--- src/rtl/arb_req_agent.sv ---
// Requester-side front end for the 5-way, 2-grant rotating-priority arbiter.
// Optional grant legality checking: define ARB_REQ_AGENT_GRANT_CHECK_EN.
module arb_req_agent #(
   parameter int NUM_CLIENTS = 5,
   parameter int CNT_W       = 3
) (
   input  logic                   clk,
   input  logic                   rst,
   input  logic [NUM_CLIENTS-1:0] client_push,
   input  logic                   flush,
   output logic [NUM_CLIENTS-1:0] client_full,
   output logic [NUM_CLIENTS-1:0] client_done,
   output logic [NUM_CLIENTS-1:0] req_out,
   output logic                   req_valid,
   input  logic [NUM_CLIENTS-1:0] grant_in,
   output logic                   busy,
   output logic                   overflow,
   output logic                   grant_err
);

   typedef enum logic [1:0] {IDLE, ACTIVE, FLUSH} state_t;

   localparam logic [CNT_W-1:0] MAX = '1;

   state_t                 state, state_nxt;
   logic [CNT_W-1:0]       pend     [NUM_CLIENTS];
   logic [CNT_W-1:0]       pend_nxt [NUM_CLIENTS];
   logic [NUM_CLIENTS-1:0] pend_nz;
   logic [NUM_CLIENTS-1:0] acc;
   logic [NUM_CLIENTS-1:0] eff_nz;
   logic [NUM_CLIENTS-1:0] ovf_hit;
   logic [NUM_CLIENTS-1:0] req_q;
   logic                   active_live;
   logic                   grant_bad;

   assign active_live = (state == ACTIVE) && !flush;

   always_comb begin
      pend_nz     = '0;
      client_full = '0;
      for (int i = 0; i < NUM_CLIENTS; i++) begin
         pend_nz[i]     = (pend[i] != '0);
         client_full[i] = (pend[i] == MAX);
      end
   end

   // A grant only counts in ACTIVE outside the flush cycle; it resolves req_q.
`ifdef ARB_REQ_AGENT_GRANT_CHECK_EN
   logic [NUM_CLIENTS-1:0] bad_bits;
   logic                   too_many;

   always_comb begin
      bad_bits  = grant_in & (~req_q | ~pend_nz);
      too_many  = ($countones(grant_in) > 2);
      acc       = (active_live && !too_many) ? (grant_in & ~bad_bits) : '0;
      grant_bad = active_live && (too_many || (|bad_bits));
   end
`else
   always_comb begin
      acc       = active_live ? grant_in : '0;
      grant_bad = 1'b0;
   end
`endif

   always_comb begin
      eff_nz  = '0;
      ovf_hit = '0;
      for (int i = 0; i < NUM_CLIENTS; i++) begin
         logic dec;
         logic inc;
         dec         = acc[i] && pend_nz[i];
         inc         = client_push[i] && !flush && (state != FLUSH);
         pend_nxt[i] = pend[i];
         eff_nz[i]   = ((pend[i] - CNT_W'(dec)) != '0);
         ovf_hit[i]  = inc && client_full[i] && !dec;
         if (flush || state == FLUSH)
            pend_nxt[i] = '0;
         else if (inc && !dec && !client_full[i])
            pend_nxt[i] = pend[i] + CNT_W'(1);
         else if (dec && !inc)
            pend_nxt[i] = pend[i] - CNT_W'(1);
      end
   end

   // NOTE: every variable driven here gets a default first so no latch is inferred.
   always_comb begin
      state_nxt = state;
      unique case (state)
         IDLE: begin
            if (flush)             state_nxt = FLUSH;
            else if (|client_push) state_nxt = ACTIVE;
         end
         ACTIVE: begin
            if (flush)                                state_nxt = FLUSH;
            else if (eff_nz == '0 && client_push == '0) state_nxt = IDLE;
         end
         FLUSH:   state_nxt = IDLE;
         default: state_nxt = IDLE;
      endcase
   end

   always_comb begin
      req_valid = (state == ACTIVE);
      req_out   = (state == ACTIVE) ? eff_nz : '0;
      busy      = (state != IDLE);
   end

   // NOTE: sequential state uses non-blocking assignments; the small counter array is reset like any register.
   always_ff @(posedge clk) begin
      if (rst) begin
         state       <= IDLE;
         req_q       <= '0;
         client_done <= '0;
         overflow    <= 1'b0;
         grant_err   <= 1'b0;
         for (int i = 0; i < NUM_CLIENTS; i++) pend[i] <= '0;
      end else begin
         state       <= state_nxt;
         req_q       <= req_out;
         client_done <= acc;
         overflow    <= overflow | (|ovf_hit);
         grant_err   <= grant_err | grant_bad;
         for (int i = 0; i < NUM_CLIENTS; i++) pend[i] <= pend_nxt[i];
      end
   end

endmodule

--- config.mk ---
export PLATFORM = sky130hd
export DESIGN_NAME = arb_req_agent
export DESIGN_NICKNAME = d
export VERILOG_FILES = /design/src/rtl/arb_req_agent.sv
export SDC_FILE = /design/constraint.sdc
export NUM_CORES = 1
export LEC_CHECK = 0
export BUFFER_PORTS_ARGS = -buffer_cell sky130_fd_sc_hd__buf_2
export CAP_MARGIN = 20
export CORE_AREA = 2 2 60 62
export DETAILED_ROUTE_END_ITERATION = 7
export DIE_AREA = 0 0 62 64
export PLACE_DENSITY = 0.87
export SLEW_MARGIN = 30
export SYNTH_ARGS = -nofsm -noshare
export SYNTH_HDL_FRONTEND = slang
export SYNTH_SLANG_ARGS = --single-unit
--- constraint.sdc ---
create_clock -name clk -period 4.95 [get_ports clk]
set_input_delay 0.99 -clock clk [delete_from_list [all_inputs] [get_ports clk]]
set_output_delay 0.99 -clock clk [all_outputs]
set_load 0.01 [all_outputs]
Word level (Yosys, flattened, before mapping). Memory sizes are Yosys's and may differ from the RTL's. Index checks and enable logic that the tools add are counted.

Output and inout port bits: 19. Latch bits: 0. Input port bits: 13. Memories kept: 1. Bits in writable memories: 15. Memory bits (read-only): 0. Flip-flop bits (word level): 8. Word-level logic and storage cells: 141.

Reductions and logical operators: 76. Bitwise operators: 6. Mux-type cells: 30. Magnitude comparators: 0. Div/mod/pow operators: 0. $mul: 0. Add/sub/neg operators: 15. Shift-type cells: 0. Equal/unequal tests: 10.

Memory list: pend (depth 5, bits a word 3, read ports 5, clocked after Yosys merged registers in 0, write ports 5, line 26) `logic [CNT_W-1:0] pend [NUM_CLIENTS];`.

Operator list (count): two-way mux 3 bit (20); logical AND 1 bit (42); nonzero test 3 bit (10); logical NOT 1 bit (16); adder 3 x 1 -> 3 bit, second input constant (5); == test 3 bit, second input constant (5); subtractor 3 x 1 -> 3 bit (5); subtractor 3 x 1 -> 3 bit, second input constant (5); logical NOT 5 bit (2); two-way mux 5 bit (2); OR reduction 5 bit (2); two-way mux 2 bit (4); OR 1 bit (6); one-hot mux 2 bit (2 select lines) (1); two-way mux 1 bit (3); inequality test 3 x 2 -> 1 bit, second input constant (1); inequality test 3 bit, second input constant (1); == test 2 x 1 -> 1 bit, second input constant (1); == test 2 bit, second input constant (1); logical NOT 2 bit (1); inequality test 2 bit, second input constant (1); AND reduction 2 bit (1); nonzero test 2 bit (1); logical OR 1 bit (1).

Longest topological paths before layout.
Depth after elaboration: 11. Gate-level depth with buffers: 10. Gate-level depth less buffers: 9.

Worst setup path before layout. OpenSTA, ideal clock, no wires.

Path type: in2out. From: input port grant_in[1]. To: output port req_out[1]. Arrival: 2.074 ns. Setup slack: 1.886 ns. Cell stages on the path: 7. Cells stage by stage: nor4bb_1 nand2b_1 inv_1 ha_1 xor2_1 nor3b_1 nor2_1.

Word-level cells in the longest chain between the ends: 5.

RTL lines: from (decl) (line 15) `input logic [NUM_CLIENTS-1:0] grant_in,`; two-way mux 5 bit (line 60) `acc = active_live ? grant_in : '0;`; logical AND 1 bit (line 71) `dec = acc[i] && pend_nz[i];`; subtractor 3 x 1 -> 3 bit (line 74) `eff_nz[i] = ((pend[i] - CNT_W'(dec)) != '0);`; nonzero test 3 bit (line 74); two-way mux 5 bit (line 104) `req_out = (state == ACTIVE) ? eff_nz : '0;`; to (decl) (line 13) `output logic [NUM_CLIENTS-1:0] req_out,`.

No other way between the ends.

Worst setup path after layout.
From: input port flush. To: output port req_out[1].

Word-level cells in the longest chain between the ends: 7.

RTL lines: from (decl) (line 10) `input logic flush,`; logical NOT 1 bit (line 36) `assign active_live = (state == ACTIVE) && !flush;`; logical AND 1 bit (line 36); two-way mux 5 bit (line 60); logical AND 1 bit (line 71); subtractor 3 x 1 -> 3 bit (line 74); nonzero test 3 bit (line 74); two-way mux 5 bit (line 104).

No other way between the ends.

==> impl_metrics.yaml <==
timing:
  period_needed_ns: 3.48
  hold_viol_final: 0
  fmax_ghz: 0.288
  fin_crit_sh: 0.702
  setup_ws_ns: 1.47
  skew_ns: 0.0177
  tightest_slew_ns: 0.628
  finalSetupViolCount: 0
  setup_tns_ns: 0
  rsz0062_at_grt: "no"
  max_slew_margin: 0.578
  report.final.slew_viol_count: 0
detailed_routing:
  drc_errors: 0
  antenna_left: 0
  first_iter_violations: 182
  vias: 1755
  routed_via_density: 6.20
  dr.pass1.iters: 4
  wirelength_um: 4200
  routedWlPerCell_um: 14.9
floorplan:
  die_area_um2: 3970
  io_pins: 32
  start_util: 0.529
  die_w_um: 62
  die_h_um: 64
  rows: 21
  core_um2: 3280
layout:
  antenna_cells: 0
  layout_commonest_cell: "buf_2"
  area_growth_pct: 9.58
  final_nets: 258
  layout_common_cells: "buf_2, nor2_1, dfxtp_1"
  instances_no_fill: 283
  drive_above_1_share: 0.194
min_path:
  worstHoldStart: "pend[0][14]"
  hold_class: "register to register"
  hold_depth: 2
  hold_path_end: "pend[0][14]"
synth:
  synth_nets: 236
  netlist_area_um2: 1740
  synth_xor_xnor_area_share: 0.0252
  avgSynthCellArea_um2: 8.05
  syn_inst: 216
  synth_compound_area_frac: 0.220
  synthArstFlopShare: 0
  ys_seq_area_frac: 0.265
  synth_adder_area_share: 0.0720
  synth_edf_count: 0
  synth_top_family_by_area: "simple AND/OR/NAND/NOR gates"
  synthMuxAreaShare: 0
  synthSimpleGateAreaFrac: 0.352
  synth_flop_cell: "dfxtp_1"
  ys_types: 54
  ys_ff_latch: 23
  ys_warn_count: 0
power_and_ir_drop:
  ir_drop_uv: 195
  p_per_area_nw_per_um2: 190
  leakagePower_nw: 0.758
clocking:
  cts_resized: 0
  htreeDepth: 1
  cts.sinks: 23
  clock_path_buffers: 2
  cts_setup_buffers: 0
  cts_root_buf: "clkbuf_4"
  clk_latency_ns: 0.33
  cts_tree: "yes"
  hold_buffers: 0
  clk_pin_slew_worst_paths_ns: 0.13
  cts-buffers-inserted: 3
worst_setup_path:
  crit_required_ns: 3.96
  cp-end-kind: "output port"
  cp.arrival_ns: 2.49
  worstSetupPathType: "primary input to output port"
  path_max_fanout: 16
  worst_r2r_endpoint: "pend[0][14]"
  rr_worst_depth: 7
  worst_setup_path_start_kind: "primary input"
  r2r_setup_slack_ns: 2.21
  r2r-start: "state[0]"
placed_design:
  io_buffers: 30
  place_inst: 279
  place_congestion: 0.883
  pre_cts_ws_ns: 1.49
  place_hpwl_um: 3190
global_route:
  grt_pass1_wl_um: 7130
  grt_pass1_vias: 1603
  grt_remaining_overflow: 0
  gr-usage-all-layers: 0.230
  grt_max_degree: 17
  antenna_found_initial: 0
outcome:
  status: "completed"
flow_run:
  cap_violations: 0
==> layout make-up <==
class                   count  area [um^2]
clock buffers               3         22.5
clock inverters             1         5.00
fillers                   304         1380
inverters                   9         33.8
multi-input cells         170         1170
flip-flops and latches     23          460
well taps                  46         57.6
repair buffers             31          158
==> synth_stat cells, types with 4 or more instances <==
cell type,n,area [um^2]
a311oi_1,4,35.0
inv_1,8,30.0
a21oi_1,5,25.0
nor2_1,23,86.3
a31oi_1,5,31.3
nand3_1,14,70.1
or3_1,4,25.0
nand2_1,9,33.8
nand4_1,8,50.1
dfxtp_1,23,460
o21ai_0,15,75.1
nand4bb_1,4,45.0
fa_1,5,100
nor3_1,12,60.1
and3_1,8,50.1
a211oi_1,7,52.6
clkbuf_1,9,33.8
==> layer usage <==
metal / part of all wire / GRT usage
met1: 0.44 / 0.324
met2: 0.48 / 0.355
met3: 0.070 / 0.0526
met4: 0.013 / 0.0479
met5: 0 / 0
==> logic make-up after synthesis <==
| logic type | after synthesis |
|---|---|
| simple gates | 102 |
| compound gates | 55 |
| buf+inv | 23 |
| flops | 23 |
| fa+ha+maj | 7 |
| xor+xnor | 5 |
| other cells | 1 |
==> state kept, by name, summed over array words and instances, names as in the netlist <==
register     flops
client_done      5
overflow         1
state            2
pend            15
==> metrics by stage <==
step           total power [mW]   util  instance area (um^2)  hold slack, ns
2_1_floorplan             0.253      -                  1740           0.499
3_3_place_gp              0.268  0.571                  1880           0.527
3_5_place_dp              0.270  0.571                  1880           0.542
4_1_cts                   0.361  0.580                  1900           0.561
5_1_grt                   0.378  0.580                  1900           0.587
6_report                  0.362  0.580                  1900           0.564
==> critical path, cell delays in order <==
cell      delay [ns]
buf_2           0.18
nor4bb_1        0.36
nand2b_1        0.16
inv_1           0.12
ha_1            0.17
xor2_1          0.06
nor3b_1         0.22
nor2_1          0.08
buf_2           0.14
==> worst max-delay path by stage <==
stage | start | to | slack (ns)
6_report | flush | req_out[1] | 1.47
5_1_grt | flush | req_out[1] | 1.24
4_1_cts | flush | req_out[1] | 1.49
3_5_place_dp | flush | req_out[1] | 1.49
3_3_place_gp | flush | req_out[1] | 1.53
2_1_floorplan | grant_in[1] | req_out[1] | 1.89
==> power breakdown <==
part           internal [mW]  switching, mW
clock network         0.0303         0.0640
registers              0.189        0.00973
logic                 0.0297         0.0389
total                  0.249          0.113
(Power assumes the default switching activity.)
